$ cat config.mk
export PLATFORM = sky130hd
export DESIGN_NAME = decode_issue_stage
export DESIGN_NICKNAME = d
export VERILOG_FILES = /design/src/rtl/decode_issue_stage.sv
export SDC_FILE = /design/constraint.sdc
export NUM_CORES = 1
export LEC_CHECK = 0
export ABC_AREA = 1
export CAP_MARGIN = 30
export CELL_PAD_IN_SITES_DETAIL_PLACEMENT = 0
export CELL_PAD_IN_SITES_GLOBAL_PLACEMENT = 1
export CORE_ASPECT_RATIO = 1.75
export CORE_MARGIN = 3
export CORE_UTILIZATION = 34
export DETAILED_ROUTE_END_ITERATION = 8
export GPL_ROUTABILITY_DRIVEN = 0
export GPL_TIMING_DRIVEN = 0
export PLACE_DENSITY = 0.88
export SLEW_MARGIN = 20
export SYNTH_ARGS = -nofsm -noshare
export SYNTH_HDL_FRONTEND = slang
export SYNTH_SLANG_ARGS = --single-unit
$ cat constraint.sdc
create_clock -name i_clock -period 6.2 [get_ports i_clock]
set_clock_uncertainty 0.05 [all_clocks]
set_input_delay 0.93 -clock i_clock [delete_from_list [all_inputs] [get_ports i_clock]]
set_output_delay 0.93 -clock i_clock [all_outputs]
set_load 0.1 [all_outputs]
$ cat src/rtl/decode_issue_stage.sv
// RV32I decode/issue stage: decodes fetched words into a registered ALU bundle
// and holds issue back on RAW hazards tracked by a busy-register scoreboard.
module decode_issue_stage #(
  parameter int unsigned NB_WORD     = 32,
  parameter int unsigned NB_FUNCT3   = 3,
  parameter int unsigned NB_REG_ADDR = 5
) (
  input  logic                   i_clock,
  input  logic                   i_reset,
  input  logic                   i_flush,
  input  logic                   i_valid,
  output logic                   o_ready,
  input  logic [NB_WORD-1:0]     i_instr,
  input  logic [NB_WORD-1:0]     i_pc,
  output logic [NB_REG_ADDR-1:0] o_rs1_addr,
  output logic [NB_REG_ADDR-1:0] o_rs2_addr,
  input  logic [NB_WORD-1:0]     i_rs1_data,
  input  logic [NB_WORD-1:0]     i_rs2_data,
  input  logic                   i_wb_valid,
  input  logic [NB_REG_ADDR-1:0] i_wb_rd,
  output logic                   o_valid,
  input  logic                   i_ready,
  output logic [NB_WORD-1:0]     o_op1,
  output logic [NB_WORD-1:0]     o_op2,
  output logic [NB_FUNCT3-1:0]   o_operation,
  output logic                   o_arith_logic,
  output logic [NB_REG_ADDR-1:0] o_rd,
  output logic                   o_rd_we,
  output logic                   o_is_load,
  output logic                   o_is_store,
  output logic                   o_is_branch,
  output logic                   o_is_jump,
  output logic [NB_FUNCT3-1:0]   o_funct3_raw,
  output logic [NB_WORD-1:0]     o_store_data,
  output logic [NB_WORD-1:0]     o_imm,
  output logic [NB_WORD-1:0]     o_pc,
  output logic                   o_illegal
);

  localparam int unsigned NB_REGS = 1 << NB_REG_ADDR;
  localparam logic [6:0] OPC_OP     = 7'b0110011;
  localparam logic [6:0] OPC_OP_IMM = 7'b0010011;
  localparam logic [6:0] OPC_LOAD   = 7'b0000011;
  localparam logic [6:0] OPC_STORE  = 7'b0100011;
  localparam logic [6:0] OPC_LUI    = 7'b0110111;
  localparam logic [6:0] OPC_AUIPC  = 7'b0010111;
  localparam logic [6:0] OPC_JAL    = 7'b1101111;
  localparam logic [6:0] OPC_JALR   = 7'b1100111;
  localparam logic [6:0] OPC_BRANCH = 7'b1100011;
  localparam logic [NB_FUNCT3-1:0] F3_ADD_SUB = NB_FUNCT3'(0);
  localparam logic [NB_FUNCT3-1:0] F3_SRL_SRA = NB_FUNCT3'(5);

  logic [6:0]             w_opcode;
  logic [NB_FUNCT3-1:0]   w_funct3;
  logic [NB_REG_ADDR-1:0] w_rd;
  logic [NB_WORD-1:0]     w_imm_i, w_imm_s, w_imm_b, w_imm_u, w_imm_j;
  logic [NB_WORD-1:0]     w_op1, w_op2, w_imm;
  logic [NB_FUNCT3-1:0]   w_operation;
  logic                   w_arith_logic, w_we_raw, w_rd_we;
  logic                   w_is_load, w_is_store, w_is_branch, w_is_jump, w_illegal;
  logic                   w_use_rs1, w_use_rs2, w_hazard, w_accept;
  logic [NB_REGS-1:0]     r_busy, w_busy_eff, w_wb_mask, w_set_mask;

  assign w_opcode   = i_instr[6:0];
  assign w_funct3   = i_instr[14:12];
  assign w_rd       = i_instr[11:7];
  assign o_rs1_addr = i_instr[19:15];
  assign o_rs2_addr = i_instr[24:20];

  assign w_imm_i = {{(NB_WORD-12){i_instr[31]}}, i_instr[31:20]};
  assign w_imm_s = {{(NB_WORD-12){i_instr[31]}}, i_instr[31:25], i_instr[11:7]};
  assign w_imm_b = {{(NB_WORD-13){i_instr[31]}}, i_instr[31], i_instr[7],
                    i_instr[30:25], i_instr[11:8], 1'b0};
  assign w_imm_u = {i_instr[31:12], 12'h000};
  assign w_imm_j = {{(NB_WORD-21){i_instr[31]}}, i_instr[31], i_instr[19:12],
                    i_instr[20], i_instr[30:21], 1'b0};

  // Opcode decode into ALU operands, class flags and register usage
  always_comb begin
    w_op1         = '0;
    w_op2         = '0;
    w_imm         = '0;
    w_operation   = F3_ADD_SUB;
    w_arith_logic = 1'b0;
    w_we_raw      = 1'b0;
    w_is_load     = 1'b0;
    w_is_store    = 1'b0;
    w_is_branch   = 1'b0;
    w_is_jump     = 1'b0;
    w_illegal     = 1'b0;
    w_use_rs1     = 1'b0;
    w_use_rs2     = 1'b0;
    case (w_opcode)
      OPC_OP: begin
        w_op1 = i_rs1_data; w_op2 = i_rs2_data; w_operation = w_funct3;
        w_arith_logic = i_instr[30]; w_we_raw = 1'b1;
        w_use_rs1 = 1'b1; w_use_rs2 = 1'b1;
      end
      OPC_OP_IMM: begin
        w_op1 = i_rs1_data; w_op2 = w_imm_i; w_imm = w_imm_i; w_operation = w_funct3;
        w_arith_logic = (w_funct3 == F3_SRL_SRA) && i_instr[30];
        w_we_raw = 1'b1; w_use_rs1 = 1'b1;
      end
      OPC_LOAD: begin
        w_op1 = i_rs1_data; w_op2 = w_imm_i; w_imm = w_imm_i;
        w_we_raw = 1'b1; w_is_load = 1'b1; w_use_rs1 = 1'b1;
      end
      OPC_STORE: begin
        w_op1 = i_rs1_data; w_op2 = w_imm_s; w_imm = w_imm_s;
        w_is_store = 1'b1; w_use_rs1 = 1'b1; w_use_rs2 = 1'b1;
      end
      OPC_LUI: begin
        w_op2 = w_imm_u; w_imm = w_imm_u; w_we_raw = 1'b1;
      end
      OPC_AUIPC: begin
        w_op1 = i_pc; w_op2 = w_imm_u; w_imm = w_imm_u; w_we_raw = 1'b1;
      end
      OPC_JAL: begin
        w_op1 = i_pc; w_op2 = NB_WORD'(4); w_imm = w_imm_j;
        w_we_raw = 1'b1; w_is_jump = 1'b1;
      end
      OPC_JALR: begin
        w_op1 = i_pc; w_op2 = NB_WORD'(4); w_imm = w_imm_i;
        w_we_raw = 1'b1; w_is_jump = 1'b1; w_use_rs1 = 1'b1;
      end
      OPC_BRANCH: begin
        w_op1 = i_rs1_data; w_op2 = i_rs2_data; w_imm = w_imm_b; w_arith_logic = 1'b1;
        w_is_branch = 1'b1; w_use_rs1 = 1'b1; w_use_rs2 = 1'b1;
      end
      default: w_illegal = 1'b1;
    endcase
  end

  assign w_rd_we = w_we_raw && (w_rd != '0);

  // A writeback in the same cycle releases its register before the hazard test
  assign w_wb_mask  = i_wb_valid ? (NB_REGS'(1) << i_wb_rd) : '0;
  assign w_busy_eff = r_busy & ~w_wb_mask;
  assign w_hazard   = i_valid && ((w_use_rs1 && w_busy_eff[o_rs1_addr]) ||
                                  (w_use_rs2 && w_busy_eff[o_rs2_addr]));
  assign o_ready    = !i_flush && !w_hazard && (!o_valid || i_ready);
  assign w_accept   = i_valid && o_ready;
  assign w_set_mask = (w_accept && w_rd_we) ? (NB_REGS'(1) << w_rd) : '0;

  // Scoreboard: set on issue beats clear on writeback; x0 never busy
  always_ff @(posedge i_clock) begin
    if (i_reset || i_flush) r_busy <= '0;
    else                    r_busy <= ((r_busy & ~w_wb_mask) | w_set_mask) & ~NB_REGS'(1);
  end

  // Issue bundle register
  always_ff @(posedge i_clock) begin
    if (i_reset) begin
      o_valid <= 1'b0;       o_op1 <= '0;           o_op2 <= '0;
      o_operation <= '0;     o_arith_logic <= 1'b0; o_rd <= '0;
      o_rd_we <= 1'b0;       o_is_load <= 1'b0;     o_is_store <= 1'b0;
      o_is_branch <= 1'b0;   o_is_jump <= 1'b0;     o_funct3_raw <= '0;
      o_store_data <= '0;    o_imm <= '0;           o_pc <= '0;
      o_illegal <= 1'b0;
    end else if (i_flush) begin
      o_valid <= 1'b0;
    end else if (w_accept) begin
      o_valid <= 1'b1;         o_op1 <= w_op1;                 o_op2 <= w_op2;
      o_operation <= w_operation; o_arith_logic <= w_arith_logic; o_rd <= w_rd;
      o_rd_we <= w_rd_we;      o_is_load <= w_is_load;         o_is_store <= w_is_store;
      o_is_branch <= w_is_branch; o_is_jump <= w_is_jump;      o_funct3_raw <= w_funct3;
      o_store_data <= i_rs2_data; o_imm <= w_imm;              o_pc <= i_pc;
      o_illegal <= w_illegal;
    end else if (i_ready) begin
      o_valid <= 1'b0;
    end
  end

endmodule

# Word-level counts from Yosys, hierarchy flattened
# Index checks and enable logic that the tools add are counted.
# classes
magnitude_cmp	2
n_eq_ne	10
n_shift	2
n_mux	21
n_bitwise	4
reduce_logical	31
# ops
operator	n
32-bit case mux with 5 select lines	2
32-bit two-way mux	2
32-bit case mux with 2 select lines	1
1-bit by 5-bit left shift with 32-bit output, first input constant	2
32-bit AND	1
32-bit inverter	1
32-bit OR	1
7-bit by 6-bit == test with 1-bit output, second input constant	3
7-bit == test, second input constant	3
7-bit by 5-bit == test with 1-bit output, second input constant	2
5-bit by 6-bit < comparator with 1-bit output, second input constant	2
1-bit two-way mux	12
2-bit OR reduction	6
1-bit binary-select mux with 5-bit select	2
1-bit logical AND	9
3-bit OR reduction	3
9-bit OR reduction	1
7-bit by 2-bit == test with 1-bit output, second input constant	1
7-bit OR reduction	1
6-bit OR reduction	1
5-bit nonzero test	1
5-bit OR reduction	1
3-bit == test, second input constant	1
1-bit zero test	3
6 further kinds	8
# totals
regBits	211
input_bits	139
elab_cells	88

# Depth between registers and ports, before layout
# logic_depth
depth_word	16
depth_mapped	18
mapped_depth_nobuf	16

# Least setup slack after synthesis
# OpenSTA, ideal clock, no wires.
# synth_path
path_kind	input to output
start	input port i_instr[15]
end	output port o_ready
t_arrival_ns	4.133
required_ns	5.220
path_slack_ns	1.087
path_stages	12
path_buffers	2
path_cell_list	buf_2 clkinv_1 buf_2 nand3_1 nand3_1 nand3_1 nand3_1 nand2_1 nand2_1 nand3_1 nand2_1 a21boi_0
# synth_between
elab_chain_cells	8
# synth_lines
item	line_no	text
from (decl)	13	input logic [NB_WORD-1:0] i_instr,
1-bit binary-select mux with 5-bit select	139	assign w_hazard = i_valid && ((w_use_rs1 && w_busy_eff[o_rs1_addr]) ||
1-bit two-way mux (not written as such)	139	
1-bit logical AND	139	
1-bit logical OR	139	
1-bit logical AND	139	
1-bit zero test	141	assign o_ready = !i_flush && !w_hazard && (!o_valid || i_ready);
1-bit logical AND (2 in a row)	141	
to (decl)	12	output logic o_ready,
# Every way passes these cells. The select of a mux whose other input is x is not followed.

# Final worst setup path
# layout_path
start	input port i_wb_rd[1]
end	output port o_ready
# layout_between
elab_chain_cells	12
elab_cells_between_ends	15
classes_between	1 x shift; 5 x mux; 2 x bitwise; 7 x reduce/logical
# layout_lines
item	line_no	text
from (decl)	20	input logic [NB_REG_ADDR-1:0] i_wb_rd,
1-bit by 5-bit left shift with 32-bit output (*)	137	assign w_wb_mask = i_wb_valid ? (NB_REGS'(1) << i_wb_rd) : '0;
32-bit two-way mux (*)	137	
32-bit inverter (*)	138	assign w_busy_eff = r_busy & ~w_wb_mask;
32-bit AND (*)	138	
1-bit binary-select mux with 5-bit select (on tied branches)	139, 140	
1-bit two-way mux (on tied branches)	139, 140	
1-bit logical AND (on tied branches)	139, 140	
1-bit logical OR (*)	139	
1-bit logical AND (*)	139	
1-bit zero test (*)	141	
1-bit logical AND (*) (2 in a row)	141	
# Every way passes the cells marked *; elsewhere a longest branch is shown, timed or not. The select of a mux whose other input is x is not followed.

==> results.toml <==
[run_status]
status = "finished clean"

[final_layout]
layout.cells.most_common = "nand2_1"
fillers = 2923
finalNetCount = 2021
layout_common_cells = "nand2_1, clkdlybuf4s50_1, a21oi_1"
multi_input_area_sq_um = 4930
drive_above_1_share = 0.0753
regArea_sq_um = 4200
syn_to_final_growth_pct = 49.7

[timing]
relSlewSlack = 0.301
setup_slack_ns = 0.888
slew_viol_final = 0
max_freq_mhz = 188
rsz0062_at_grt = "false"
worstMarginPinSlew_ns = 1.04
layout_worst_path_cycle_share = 0.857
setup_viol = 0
hold_violations = 0
period_minus_slack_ns = 5.31
finalSetupTns_ns = 0

[yosys]
synth_seq_cells = 210
yosysUniqueCellTypes = 35
synth_area_sq_um = 10000
synth_nets = 1655
synthTopCellsByArea = "dfxtp_1, nand2_1, a21oi_1"
synthCells = 1516
yosys_warnings = 0
syn_area_per_cell_sq_um = 6.63
yosysTopAreaCell = "dfxtp_1"
seq_area_frac_synth = 0.418
synth_top_area_frac = 0.418

[cts]
clock_latency_ns = 0.52
path_clk_slew_ns = 0.06
cts.sinks = 210
cts_buffers = 23
cts_tree = "done"
hold_buffers = 0
cts_setup_buffers = 0
max-clock-path-buffers = 3
post_cts_resized = 0
cts_max_level = 1
root_buffer = "clkbuf_16"

[worst_setup_path]
cp-end-kind = "primary output"
required_ns = 5.22
r2r-end = "o_imm[24]"
slowest_stage = "clkdlybuf4s50_1"
critical_path_peak_fanout = 7
crit_buf_inv = 2
critPathKind = "in2out"
start_kind = "primary input"
critical-path-max-stage-delay_ns = 1.21
r2r.worst_path.cells = 14
reg2reg_from = "r_busy[23]"
r2r_slack_ns = 3.86
critPathTopFamily = "buffers and inverters"
crit_chain = "clkdlybuf4s50_1, nor2_2, nand2_1, nor2_1, nand2_1, nand3_1, nand3_1, nand3_1, nand3_1, nand2_1, nand2_1, nand3_1, nand2_1, a21boi_0, clkdlybuf4s50_1"
cp.arrival_ns = 4.33

[global_route]
grt_max_degree = 14
grt_pass1_vias = 11400
grt_use_total = 0.265
grt_pass1_wl_mm = 65.0
antenna_found_initial = 2
grt_overflow = 0

[power]
p_total_mw = 3.39
p_leak_nw = 5.53
vdd_drop_max_mv = 0.222
powerDensity_nw_per_um2 = 226

[floorplanning]
core_sq_um = 28900
chipWidth_microns = 136
num_rows = 82
ios = 329
start_util = 0.347
die_h_microns = 233
die_area_sq_um = 31700

[route]
drc_errors = 0
wl_mm = 44.0
drt_iter0_markers = 749
dr.pass1.iters = 5
vias = 11700
ant_nets = 0
wire_per_inst_microns = 19.3
avgViaCountPerCell = 5.15

[min_path]
hold_depth = 2
hold_class = "reg2reg"
min_from = "o_op1[26]"
holdPathEnd = "o_op1[26]"

[place]
dp_slack_ns = 0.947
portBuffers = 319
hpwl_mm = 34.6

[run]
drv_cap = 0
synthesized netlist by cell type, drive strengths merged:
| library cell | n |
|---|---|
| o21ai | 82 |
| nand4 | 6 |
| nor2 | 58 |
| clkbuf | 47 |
| o211ai | 15 |
| o31ai | 1 |
| dfxtp | 210 |
| or2 | 3 |
| o22ai | 4 |
| a22oi | 3 |
| inv | 89 |
| nand3 | 152 |
| nand2 | 529 |
| a31oi | 1 |
| nor4 | 3 |
| a221oi | 1 |
| a21oi | 211 |
| buf | 64 |
| nor3 | 23 |
| a21boi | 8 |
| clkinv | 4 |
| o221ai | 2 |
sequential cells by signal, indices dropped and copies added (netlist names), 3 cells and up:
name,count
o_op2,32
o_store_data,32
r_busy,31
o_funct3_raw,3
o_pc,32
o_rd,5
o_op1,32
o_imm,32
o_operation,3
power breakdown:
part | internal [mW] | leakage, nW | switching [mW] | total [mW]
logic | 0.204 | 3.47 | 0.461 | 0.665
registers | 1.38 | 1.70 | 0.0147 | 1.39
clock network | 0.753 | 0.358 | 0.585 | 1.34
total | 2.33 | 5.53 | 1.06 | 3.39
worst register-to-register path, stage by stage, from the launching register on:
cell,delay [ns]
dfxtp_1,0.31
a21boi_0,0.14
nand2_1,0.08
nand3_1,0.11
nand2_1,0.12
nand2_1,0.07
nand3_1,0.11
nand3_1,0.07
nand3_1,0.11
nand4_2,0.17
inv_2,0.10
buf_4,0.19
buf_2,0.32
o21ai_0,0.16
a21oi_1,0.15
cell type report:
class | instances | share of cell area
diodes | 2 | 0.000333
plain buffers | 111 | 0.0382
clock buffers | 30 | 0.0413
clock inverters | 12 | 0.00632
inverters | 93 | 0.0232
multi-input cells | 1102 | 0.327
flip-flops and latches | 210 | 0.279
well taps | 378 | 0.0314
repair buffers | 341 | 0.252
metal layers:
layer / track usage / part of all wire
met5: 0 / 0.00045
met4: 0.157 / 0.068
met3: 0.0502 / 0.067
met2: 0.495 / 0.52
met1: 0.269 / 0.35
worst max-delay path by stage:
stage	cells past startpoint	slack, ns	to	from
finish	15	0.89	o_ready	i_wb_rd[1]
global route	15	0.65	o_ready	i_wb_valid
CTS	10	0.94	o_ready	i_instr[3]
detailed placement	10	0.95	o_ready	i_instr[3]
global placement	10	0.93	o_ready	i_instr[3]
floorplan	12	1.09	o_ready	i_instr[15]
logic make-up (layout without fill, tap and decap cells):
| group | count (synthesis) | in the layout | synth area share |
|---|---|---|---|
| other cells | 0 | 2 | 0 |
| flops | 210 | 210 | 0.418 |
| simple gates | 774 | 774 | 0.318 |
| compound gates | 328 | 328 | 0.172 |
| buf+inv | 204 | 587 | 0.0919 |
metrics by stage:
step / util / hold slack [ns] / area (sq um) / cells
2_1_floorplan: - / 0.408 / 10000 / 1516
3_3_place_gp: 0.474 / 0.400 / 13700 / 2213
3_5_place_dp: 0.494 / 0.403 / 14300 / 2234
4_1_cts: 0.519 / 0.413 / 15000 / 2276
5_1_grt: 0.520 / 0.427 / 15000 / 2278
6_report: 0.520 / 0.410 / 15000 / 2279
(Power assumes the default switching activity.)
==> variant, RTL diff (same settings) <==
Make the reset (`i_reset`) asynchronous in one clocked block.
--- a/src/rtl/decode_issue_stage.sv
+++ b/src/rtl/decode_issue_stage.sv
@@ -149,7 +149,7 @@
   end
 
   // Issue bundle register
-  always_ff @(posedge i_clock) begin
+  always_ff @(posedge i_clock or posedge i_reset) begin
     if (i_reset) begin
       o_valid <= 1'b0;       o_op1 <= '0;           o_op2 <= '0;
       o_operation <= '0;     o_arith_logic <= 1'b0; o_rd <= '0;
Function: differs if i_reset is asserted again (counterexample within 4 cycles, from zero or initial values and one cycle with i_reset high); with i_reset held inactive, the same outputs for 4 cycles.
==> variant against the original RTL <==
Synthesized cell count decreased by 9.8%. Wire length increased by 0.81%. Cell area increased by 2.2%. Cell count decreased by 6.2%. Critical path depth decreased by 2. Highest routed layer is now met4. Die area increased by 1.9%. First-iteration DRC count increased by 17%. Setup slack improved by 0.20 ns. Area after synthesis increased by 2.0%. Sequential cell count unchanged.
Power is not compared: it rests on default switching activity, and its combinational part moved more than twofold at a synthesized area within 25%.
==> variant: results (changes against the original RTL) <==
INFO  metric synth_ff_type = dfrtp_1
INFO  metric grt_start_max_net_pins = 96 (+82)
INFO  metric path_delay_family = buffers and inverters
INFO  metric cp_slowest_cell = clkdlybuf4s50_1
INFO  metric number_of_multi_input_logic_gates = 941 (-15%)
INFO  metric detailedRoute.firstIterationViolations = 880 (+17%)
INFO  metric timing.critical_path.arrival = 4.14 ns (-0.19 ns)
INFO  metric synth_commonest_cells = 389 x nand2_1, 199 x o21ai_0, 179 x dfrtp_1
INFO  metric clock_pin_transition_on_the_worst_setup_and_hold_timing_paths = 0.06 ns (about the same)
INFO  metric met2WireLength = 23700 um (+3.9%)
INFO  metric avgViaCountPerCell = 5.18 (+0.49%)
INFO  metric async_flop_share = 85.2% (+85 points)
INFO  metric worst_path_largest_cell_delay = 0.55 ns (-0.66 ns)
INFO  metric synth.lib_cells_used.distinct = 33 (-5.7%)
INFO  metric drive_above_1_share = 7.13% (-0.40 points)
INFO  metric layout.area.seq = 5100 um2 (+21%)
INFO  metric status = finished clean
INFO  metric max-slew-margin-rel = 29.8% (-0.39 points)
INFO  metric htree_num_levels = 1 (unchanged)
INFO  metric antenna_found_initial = 3 (+1)
INFO  metric worstSkewPairLatency = roughly 0.53 ns
INFO  metric route.top_layer_used = met4
INFO  metric m1WireLength = 14700 um (-3.3%)
INFO  metric drt_pass1_iterations = 6 (+1)
INFO  metric grt_util_all_layers = 26.9% (+0.39 points)
INFO  metric clockBufferCount = 27 (-10%)
INFO  metric non_clock_buffer_area_share = 28.0% (-1.0 points)
INFO  metric cellLeakagePower = ~0.0067 uW
INFO  metric non_clock_buffer_count = 436 (-3.5%)
INFO  metric critPathMaxFanout = 7 (unchanged)
INFO  metric dr_wl_met3 = 2870 um (-3.4%)
INFO  metric num_antenna_cells = 3 (+1)
INFO  metric most_area_consuming_cells_after_synthesis = dfrtp_1 44%, nand2_1 14%, o21ai_0 9.7%
INFO  metric place_ws = 1.05 ns (+0.0995 ns)
INFO  metric ir_drop = 194 uV
INFO  metric synth_seq_cells = 210 (unchanged)
INFO  metric via_count_of_the_first_global_routing_pass = 11138 (-2.6%)
INFO  metric synth-warning-count = 0 (unchanged)
INFO  metric postRouteWirelength = 44300 um (+0.81%)
INFO  metric multi_input_gate_share_of_the_layout_cell_area = 27.6% (-5.2 points)
INFO  metric final_nets = 1876 (-7.2%)
INFO  metric placedInstanceArea = 14600 um2 (+2.2%)
INFO  metric buffer_ports.inserted = 321 (+0.63%)
INFO  metric synth_nets = 1507 (-8.9%)
INFO  metric filler_cell_count = 2903 (-0.68%)
INFO  metric timing.hold.worst.class = reg -> reg
INFO  metric cts-buffers-inserted = 22 (-4.3%)
INFO  metric grt_pass1_wl = 65900 um (+1.5%)
INFO  metric post-dp-hpwl = 34800 um (+0.51%)
INFO  metric post_cts_buffers = 0 (unchanged)
INFO  metric synth_seq_area_share = 49.7% (+7.9 points)
INFO  metric clock_tree_area_fraction = 4.95% (+0.18 points)
INFO  metric nNonClkInverters = 126 (+35%)
INFO  metric ctsLongestPathBuffers = 3 (unchanged)
variant: cell count changes after synthesis, sizes merged, moves of 4 or more:
cell    unedited run  this run
nor3              23        49
o211ai            15         0
o21ai             82       202
inv               89       122
nor2              58        85
clkbuf            47        43
dfrtp              0       179
a21oi            211        43
o22ai              4        18
nand2            529       390
nand3            152       128
dfxtp            210        31
buf               64        48
variant: logic make-up (layout without fill, tap and decap cells):
kind of cell,Yosys count,count (layout),synth area share [%]
AO/OA/AOI/OAI,278,278,14.1
AND/OR/NAND/NOR,663,663,27.2
buffers and inverters,217,602,8.90
other,0,3,0
flip-flops,210,210,49.7
variant: through the flow:
step	utilization (%)	std cells	TNS (ns)
4_1_cts	52.1	2135	0
2_1_floorplan	-	1368	0
5_1_grt	52.1	2138	0
3_3_place_gp	47.3	2071	-388.06
3_5_place_dp	49.5	2095	0
6_report	52.1	2138	0
variant: path summary, 6_finish.rpt:
check	startpoint	to	slack, ns	cells past startpoint
worst max-delay path	i_instr[3]	o_ready	1.08	13
worst min-delay path	o_rd[2]	o_rd[2]	0.43	2
worst max register to register	r_busy[5]	o_op2[31]	3.51	12
worst min register to register	o_rd[2]	o_rd[2]	0.43	2
max in group asynchronous	i_reset	o_op1[5]	4.36	3
min in group asynchronous	i_reset	o_store_data[19]	0.83	2
variant: power by group through the flow:
stage / sequential, uW / clock [uW] / combinational [uW]
floorplan: 2290 / 0 / 239
global placement: 1550 / 0 / 1410
detailed placement: 1550 / 0 / 1470
CTS: 1530 / 1430 / 1470
global route: 1540 / 1490 / 1520
finish: 1530 / 1420 / 1470
variant: per-layer routing:
layer | up-vias | GRT usage [%]
met3 | 142 | 3.38
met1 | 5241 | 27.9
li1 | 5193 | -
met5 | - | 0
met4 | 0 | 16.3
met2 | 497 | 49.9
